<file path="src/rtl/load_store_unit.sv">
// RV32I memory-access stage: one load/store per transaction over a req/gnt/rvalid bus,
// with store lane alignment, load extraction and a bus-timeout guard.
module load_store_unit #(
  parameter int unsigned DataWidth     = 32,
  parameter int unsigned TimeoutCycles = 255
) (
  input  logic                 i_clk,
  input  logic                 i_rst_n,
  input  logic                 i_lsu_valid,
  output logic                 o_lsu_ready,
  input  logic                 i_is_load,
  input  logic                 i_is_store,
  input  logic [2:0]           i_funct3,
  input  logic [DataWidth-1:0] i_addr,
  input  logic [DataWidth-1:0] i_store_data,
  output logic                 o_mem_req,
  input  logic                 i_mem_gnt,
  output logic                 o_mem_we,
  output logic [DataWidth-1:0] o_mem_addr,
  output logic [DataWidth-1:0] o_mem_wdata,
  output logic [3:0]           o_mem_wmask,
  input  logic                 i_mem_rvalid,
  input  logic [DataWidth-1:0] i_mem_rdata,
  output logic [DataWidth-1:0] o_data_mem_out,
  output logic                 o_done,
  output logic                 o_fault,
  output logic                 o_bus_error,
  output logic                 o_stall
);

  localparam int unsigned CntW = $clog2(TimeoutCycles + 1);
  localparam logic [CntW-1:0] CntLast = CntW'(TimeoutCycles - 1);

  typedef enum logic [1:0] {StIdle, StReq, StWait, StDone} state_e;

  state_e                 r_state, w_state_next;
  logic                   r_is_load;
  logic [2:0]             r_funct3;
  logic [DataWidth-1:0]   r_addr;
  logic [DataWidth-1:0]   r_sdata;
  logic [CntW-1:0]        r_cnt;
  logic                   r_fault;
  logic                   r_bus_err;
  logic [DataWidth-1:0]   r_dout;

  logic                   w_accept;
  logic                   w_f3_ok;
  logic                   w_misal;
  logic                   w_fault;
  logic                   w_expired;
  logic                   w_timeout;
  logic                   w_load_done;
  logic [7:0]             w_byte;
  logic [15:0]            w_half;
  logic [DataWidth-1:0]   w_load_data;

  assign w_accept = (r_state == StIdle) && i_lsu_valid && (i_is_load ^ i_is_store);

  always_comb begin
    w_f3_ok = 1'b0;
    if (i_is_store) begin
      w_f3_ok = (i_funct3 == 3'b000) || (i_funct3 == 3'b001) || (i_funct3 == 3'b010);
    end else begin
      w_f3_ok = (i_funct3 == 3'b000) || (i_funct3 == 3'b001) || (i_funct3 == 3'b010) ||
                (i_funct3 == 3'b100) || (i_funct3 == 3'b101);
    end
  end

  assign w_misal = ((i_funct3[1:0] == 2'b01) && i_addr[0]) ||
                   ((i_funct3[1:0] == 2'b10) && (i_addr[1:0] != 2'b00));
  assign w_fault = !w_f3_ok || w_misal;

  // A grant in the last allowed cycle still counts as progress, so it beats the timeout.
  assign w_expired   = (r_cnt >= CntLast);
  assign w_timeout   = w_expired && (((r_state == StReq) && !i_mem_gnt) ||
                                     ((r_state == StWait) && !i_mem_rvalid));
  assign w_load_done = (r_state == StWait) && i_mem_rvalid;

  always_comb begin
    w_byte = 8'h00;
    unique case (r_addr[1:0])
      2'b00: w_byte = i_mem_rdata[7:0];
      2'b01: w_byte = i_mem_rdata[15:8];
      2'b10: w_byte = i_mem_rdata[23:16];
      2'b11: w_byte = i_mem_rdata[31:24];
    endcase
    w_half = r_addr[1] ? i_mem_rdata[31:16] : i_mem_rdata[15:0];
    case (r_funct3)
      3'b000:  w_load_data = {{24{w_byte[7]}}, w_byte};
      3'b001:  w_load_data = {{16{w_half[15]}}, w_half};
      3'b100:  w_load_data = {24'h000000, w_byte};
      3'b101:  w_load_data = {16'h0000, w_half};
      default: w_load_data = i_mem_rdata;
    endcase
  end

  always_comb begin
    w_state_next = r_state;
    unique case (r_state)
      StIdle: begin
        if (w_accept) w_state_next = w_fault ? StDone : StReq;
      end
      StReq: begin
        if (i_mem_gnt)      w_state_next = r_is_load ? StWait : StDone;
        else if (w_timeout) w_state_next = StDone;
      end
      StWait: begin
        if (w_load_done || w_timeout) w_state_next = StDone;
      end
      StDone: w_state_next = StIdle;
      default: w_state_next = StIdle;
    endcase
  end

  always_ff @(posedge i_clk or negedge i_rst_n) begin
    if (!i_rst_n) begin
      r_state   <= StIdle;
      r_is_load <= 1'b0;
      r_funct3  <= 3'b000;
      r_addr    <= '0;
      r_sdata   <= '0;
      r_cnt     <= '0;
      r_fault   <= 1'b0;
      r_bus_err <= 1'b0;
      r_dout    <= '0;
    end else begin
      r_state <= w_state_next;
      if (w_accept) begin
        r_is_load <= i_is_load;
        r_funct3  <= i_funct3;
        r_addr    <= i_addr;
        r_sdata   <= i_store_data;
        r_cnt     <= '0;
        r_fault   <= w_fault;
        r_bus_err <= 1'b0;
      end else if ((r_state == StReq) || (r_state == StWait)) begin
        r_cnt <= r_cnt + CntW'(1);
      end
      if (w_timeout) begin
        r_bus_err <= 1'b1;
        r_dout    <= '0;
      end else if (w_load_done) begin
        r_dout <= w_load_data;
      end
    end
  end

  always_comb begin
    o_mem_wmask = 4'b0000;
    o_mem_wdata = r_sdata;
    case (r_funct3[1:0])
      2'b00: begin
        o_mem_wmask = 4'b0001 << r_addr[1:0];
        o_mem_wdata = {4{r_sdata[7:0]}};
      end
      2'b01: begin
        o_mem_wmask = 4'b0011 << r_addr[1:0];
        o_mem_wdata = {2{r_sdata[15:0]}};
      end
      default: o_mem_wmask = 4'b1111;
    endcase
    if ((r_state != StReq) || r_is_load) o_mem_wmask = 4'b0000;
  end

  assign o_mem_req      = (r_state == StReq);
  assign o_mem_we       = (r_state == StReq) && !r_is_load;
  assign o_mem_addr     = {r_addr[DataWidth-1:2], 2'b00};
  assign o_data_mem_out = r_dout;
  assign o_done         = (r_state == StDone);
  assign o_fault        = (r_state == StDone) && r_fault;
  assign o_bus_error    = (r_state == StDone) && r_bus_err;
  assign o_stall        = (r_state == StReq) || (r_state == StWait);
  assign o_lsu_ready    = (r_state == StIdle);

endmodule

</file>
<file path="config.mk">
export PLATFORM = sky130hd
export DESIGN_NAME = load_store_unit
export DESIGN_NICKNAME = d
export VERILOG_FILES = /design/src/rtl/load_store_unit.sv
export SDC_FILE = /design/constraint.sdc
export NUM_CORES = 1
export LEC_CHECK = 0
export CELL_PAD_IN_SITES_DETAIL_PLACEMENT = 1
export CELL_PAD_IN_SITES_GLOBAL_PLACEMENT = 1
export CORE_ASPECT_RATIO = 0.6
export CORE_MARGIN = 2
export CORE_UTILIZATION = 50
export CTS_BUF_LIST = sky130_fd_sc_hd__clkbuf_4 sky130_fd_sc_hd__clkbuf_8 sky130_fd_sc_hd__clkbuf_16
export DETAILED_ROUTE_END_ITERATION = 6
export DONT_BUFFER_PORTS = 1
export PLACE_DENSITY = 0.94
export SLEW_MARGIN = 25
export SYNTH_ARGS = -nofsm -noshare
export SYNTH_HDL_FRONTEND = slang
export SYNTH_SLANG_ARGS = --single-unit
</file>
<file path="constraint.sdc">
create_clock -name i_clk -period 5.2 [get_ports i_clk]
set_clock_uncertainty 0.15 [all_clocks]
set_input_delay 0 -clock i_clk [delete_from_list [all_inputs] [get_ports i_clk]]
set_output_delay 0 -clock i_clk [all_outputs]
set_load 0.02 [all_outputs]
</file>
# After elaboration in Yosys (flattened, before gate mapping)

Index checks and enable logic that the tools add are counted.

Register bits after elaboration: 112
Latch bits: 0
RAM bits: 0
Bits in read-only memories: 0
Input port bits: 106
Output and inout bits: 107
Word-level logic and storage cells: 89
Memories kept: 0

Add/sub/neg operators: 1
Multiply operators: 0
Divide/modulo/power cells: 0
Magnitude comparators: 1
Eq/ne operators: 20
Shift operators: 2
Muxes and demuxes: 20
Bitwise gates (word level): 1
Reductions and logical operators: 35

Operators by type and width:

| kind                                                     | number |
|---|---|
| case mux 32 bit (4 select lines)                         | 1 |
| 2-to-1 mux 32 bit                                        | 2 |
| case mux 32 bit (2 select lines)                         | 1 |
| case mux 8 bit (4 select lines)                          | 1 |
| 2-to-1 mux 16 bit                                        | 1 |
| 2-to-1 mux 8 bit                                         | 2 |
| equality test 3 bit, second input constant               | 4 |
| logical AND 1 bit                                        | 11 |
| equality test 2 bit, second input constant               | 5 |
| logical OR 1 bit                                         | 10 |
| 2-to-1 mux 2 bit                                         | 5 |
| adder 8 x 1 -> 8 bit, second input constant              | 1 |
| equality test 2 x 1 -> 1 bit, second input constant      | 4 |
| greater-or-equal comparator 8 bit, second input constant | 1 |
| case mux 2 bit (4 select lines)                          | 1 |
| case mux 4 bit (2 select lines)                          | 1 |
| nonzero test 2 bit                                       | 4 |
| equality test 3 x 1 -> 1 bit, second input constant      | 2 |
| logical NOT 2 bit                                        | 3 |
| logical NOT 3 bit                                        | 2 |
| inequality test 2 x 1 -> 1 bit, second input constant    | 3 |
| logical NOT 1 bit                                        | 4 |
| 2-to-1 mux 1 bit                                         | 4 |
| 2-to-1 mux 4 bit                                         | 1 |
| 6 further kinds                                          | 6 |

# Depth between registers and ports, before layout

Word-level depth: 11
Depth in mapped cells: 8
Gate-level depth less buffers: 6

# Worst setup path after synthesis

Ideal clock, no wire load.

Path kind: reg-to-reg
Start point: register r_state[1]
End point: register r_dout[31] (netlist: o_data_mem_out[31])
Setup time: 0.122 ns
Arrival: 1.755 ns
Required time: 4.928 ns
Slack: 3.173 ns
Stages on the path, launching flop included: 8
Buffers on the path: 1
Period minus slack after synthesis: 2.027 ns
Cells stage by stage: dfrtp_1 -> inv_1 -> ha_1 -> nand2b_1 -> a211oi_4 -> buf_6 -> nor3_1 -> a32o_1

Cells in the longest elaborated chain, start to end: 5
Elaborated cells between the ends (all ways): 9
Classes of those cells: eq/ne: 2; mux: 1; reduce/logical: 6

Ends and longest elaborated chain:

| element                                                        | RTL line | text |
|---|---|---|
| start, declared                                                | 36       | `state_e r_state, w_state_next;` |
| start signal, assigned                                         | 117      | `r_state <= StIdle;` |
| start signal, assigned                                         | 127      | `r_state <= w_state_next;` |
| equality test 2 x 1 -> 1 bit *                                 | --       |  |
| named net o_mem_req                                            | 16       | `output logic o_mem_req,` |
| logical AND 1 bit *                                            | 75       | `assign w_timeout = w_expired && (((r_state == StReq) && !i_mem_gnt) \|\|` |
| logical OR 1 bit *                                             | 75       |  |
| logical AND 1 bit *                                            | 75       |  |
| 2-to-1 mux 32 bit / nonzero test 2 bit (equally long branches) | --       |  |
| end signal, assigned                                           | 143      | `r_dout <= w_load_data;` |
| end, declared                                                  | 44       | `logic [DataWidth-1:0] r_dout;` |

The timed path passes the listed nets; every way through them passes the cells marked *.
A chain may end at the register's enable or synchronous reset.

# Worst setup path in the final report

Start point: register r_funct3[1]
End point: register r_dout[2] (netlist: o_data_mem_out[2])

Cells in the longest elaborated chain, start to end: 4
Elaborated cells between the ends (all ways): 7
Classes of those cells: eq/ne: 3; mux: 3; reduce/logical: 1

Ends and longest elaborated chain:

| element                                           | RTL line | text |
|---|---|---|
| start, declared                                   | 38       | `logic [2:0] r_funct3;` |
| start signal, assigned                            | 130      | `r_funct3 <= i_funct3;` |
| equality test 3 bit, or another cell as far along | 88       | `case (r_funct3)` |
| case mux 32 bit (4 select lines) *                | 88       |  |
| 2-to-1 mux 32 bit *                               | 142      | `end else if (w_load_done) begin` |
| 2-to-1 mux 32 bit *                               | 139      | `if (w_timeout) begin` |

Every way passes the cells marked *; elsewhere a longest branch is shown, timed or not. The select of a mux whose other input is x is not followed.

==> results.yml <==
synthesis:
  ys_ff_latch: 112
  synth_edf_count: 0
  synth.distinct_cells: 57
  yosys_warnings: 0
  seq_area_frac_synth_pct: 47.6
  yosys_most_used_dff: "dfrtp_1"
  netlist_area_um2: 5890
  async_reset_ff_share_pct: 100
  avgSynthCellArea_um2: 8.96
  syn-instance-count: 657
sta:
  timing.final.crit_share_pct: 61.9
  setup_violations: 0
  grt_setup_unrepaired: "false"
  setup_tns_ns: 0
  max_freq_mhz: 311
  tightest_slew_ns: 0.971
  layout_min_cycle_time_ns: 3.22
  hold_viol: 0
  finalMaxSlewViolations: 0
  maxSlewHeadroom_pct: 35.0
drt:
  via_per_inst: 6.12
  post_drt_wl_per_cell_um: 24.9
  antenna_left: 0
  drt_wl_total_um: 21800
  vias: 5357
  route.detailed.drc: 0
  drtPass1Iterations: 5
  drtIter0Drc: 368
placement:
  hpwl_um: 11800
  dpl-instance-area_um2: 5610
  placed_cells: 741
  portBuffers: 0
  place.gp.congestion: 0.847
setup_path:
  critPathKind: "reg2reg"
  worstPathRequired_ns: 5.33
  path_max_fanout: 23
  end_kind: "register"
  start_kind: "register"
  cp.arrival_ns: 3.35
  r2r_setup_slack_ns: 1.98
  worstSetupStartpoint: "r_funct3[1]"
  rr_worst_depth: 5
  r2r_start: "r_funct3[1]"
run:
  maxCapViolCount: 0
final_layout:
  regArea_um2: 2800
  post-route-cell-area_um2: 7080
  final_common_cell: "nand2_1"
  fill_cells: 1273
  layout.nets: 820
  mostFrequentLayoutCells: "nand2_1 (235), dlygate4sd3_1 (115), dfrtp_1 (112), a21oi_1 (35), o21ai_0 (27)"
  fin_cells: 875
  syn2layout_area_growth_pct: 20.1
  drive_gt1_share_pct: 7.58
  multi_input_area_um2: 2540
global_routing:
  grtUsageTotal_pct: 34.6
  grt_start_max_net_pins: 113
  first_global_vias: 5636
  grt_first_pass_wirelength_um: 32900
  grt-ovfl-total: 0
  antenna_found_initial: 1
power_and_ir_drop:
  cellLeakagePower_nw: 3.25
  peakVddDrop_uv: 241
  power.density_nw_per_um2: 649
  total_power_mw: 4.59
clocking:
  cts.clk_slew.worst_paths_ns: 0.08
  clockBufferDepth: 2
  cts_buffers: 9
  post_cts_buffers: 0
  root_buffer: "clkbuf_16"
  clock_latency_ns: 0.35
  postCtsHoldBufs: 116
  cts_tree: "yes"
  htree_levels: 3
  cts_resized: 0
  clock_sinks: 112
hold_path:
  min_from: "i_mem_gnt"
  whs_path_depth: 3
  hold_path_class: "in2reg"
floorplan:
  die_area_um2: 12700
  start_util_pct: 51.8
  row_count: 30
  die_y_um: 88.1
  num_io_pins: 213
  core_area_um2: 11400
  die-width_um: 144
run_status:
  status: "complete, no violations"
-- path summary, 6_finish.rpt --
| path | end |
|---|---|
| setup / recovery | o_data_mem_out[2] |
| hold / removal | r_state[1] |
| setup reg to reg | o_data_mem_out[2] |
| hold reg to reg | r_bus_err |
| max in group asynchronous | r_sdata[22] |
| min in group asynchronous | r_addr[8] |
-- power breakdown --
part | internal, mW | total (mW) | switching [mW]
logic | 0.698 | 1.90 | 1.20
registers | 1.26 | 2.02 | 0.757
clock network | 0.332 | 0.673 | 0.341
total | 2.29 | 4.59 | 2.30
-- layout make-up --
class,instances,share of cell area (%)
diodes,3,0.106
clock buffers,9,3.18
clock inverters,6,0.760
inverters,7,0.371
multi-input cells,456,35.8
flip-flops and latches,112,39.6
well taps,160,2.83
repair buffers,122,17.3
-- stage by stage --
| step | utilization [%] | setup slack [ns] | hold slack (ns) |
|---|---|---|---|
| floorplan | - | 3.17 | -0.446 |
| global placement | 49.3 | 2.84 | -0.444 |
| detailed placement | 49.3 | 2.66 | -0.444 |
| CTS | 62.1 | 2.22 | 0.00538 |
| global route | 62.1 | 2.01 | 0.0433 |
| finish | 62.2 | 1.98 | 0.0111 |
-- worst max-delay path, stage by stage, from the launching register on --
cell           delay, ns
dfrtp_1             0.88
inv_1               0.54
o21ai_1             0.50
a21oi_1             0.17
a21oi_1             0.27
dlygate4sd3_1       0.62
-- Yosys cell counts (3+ instances only) --
master    instances  area share (%)
a21oi_1          35             3.0
a221oi_1          6            0.89
a32o_1           16             2.7
and2_1            3            0.32
buf_2            14             1.2
buf_4            40             5.1
buf_6             6             1.1
clkbuf_1         20             1.3
dfrtp_1         112              48
ha_1              6             1.3
inv_1             7            0.45
mux2_2           17             3.3
mux2i_1          18             3.1
nand2_1         235              15
nand2b_1         10             1.1
nand4_1           3            0.32
nor2_1           12            0.76
nor3_1           17             1.4
o211ai_1          7            0.89
o21ai_0          27             2.3
xor2_1            5            0.74
-- routing by layer --
layer  vias to the layer above  track usage, %  wire length, um
met3                        97            11.9             2160
met2                       331            56.9            10200
met4                         0            15.6              934
met5                         -               0                0
met1                      2668            41.9             8450
li1                       2261               -                -
-- kinds of logic after synthesis --
group | after synthesis | synth area share (%)
other | 1 | 0.0637
buffers and inverters | 90 | 9.56
AOI/OAI and AO/OA | 110 | 12.8
and+or+nand+nor | 295 | 20.8
adders and majority gates | 6 | 1.27
xor gates and xnor gates | 6 | 0.892
muxes | 37 | 7.01
DFF | 112 | 47.6
-- state kept, by name, indices dropped and copies added (netlist names) --
name / flops
r_addr: 32
r_funct3: 3
r_fault: 1
r_cnt: 8
r_sdata: 32
o_data_mem_out: 32
r_is_load: 1
r_bus_err: 1
r_state: 2
(Power assumes the default switching activity.)
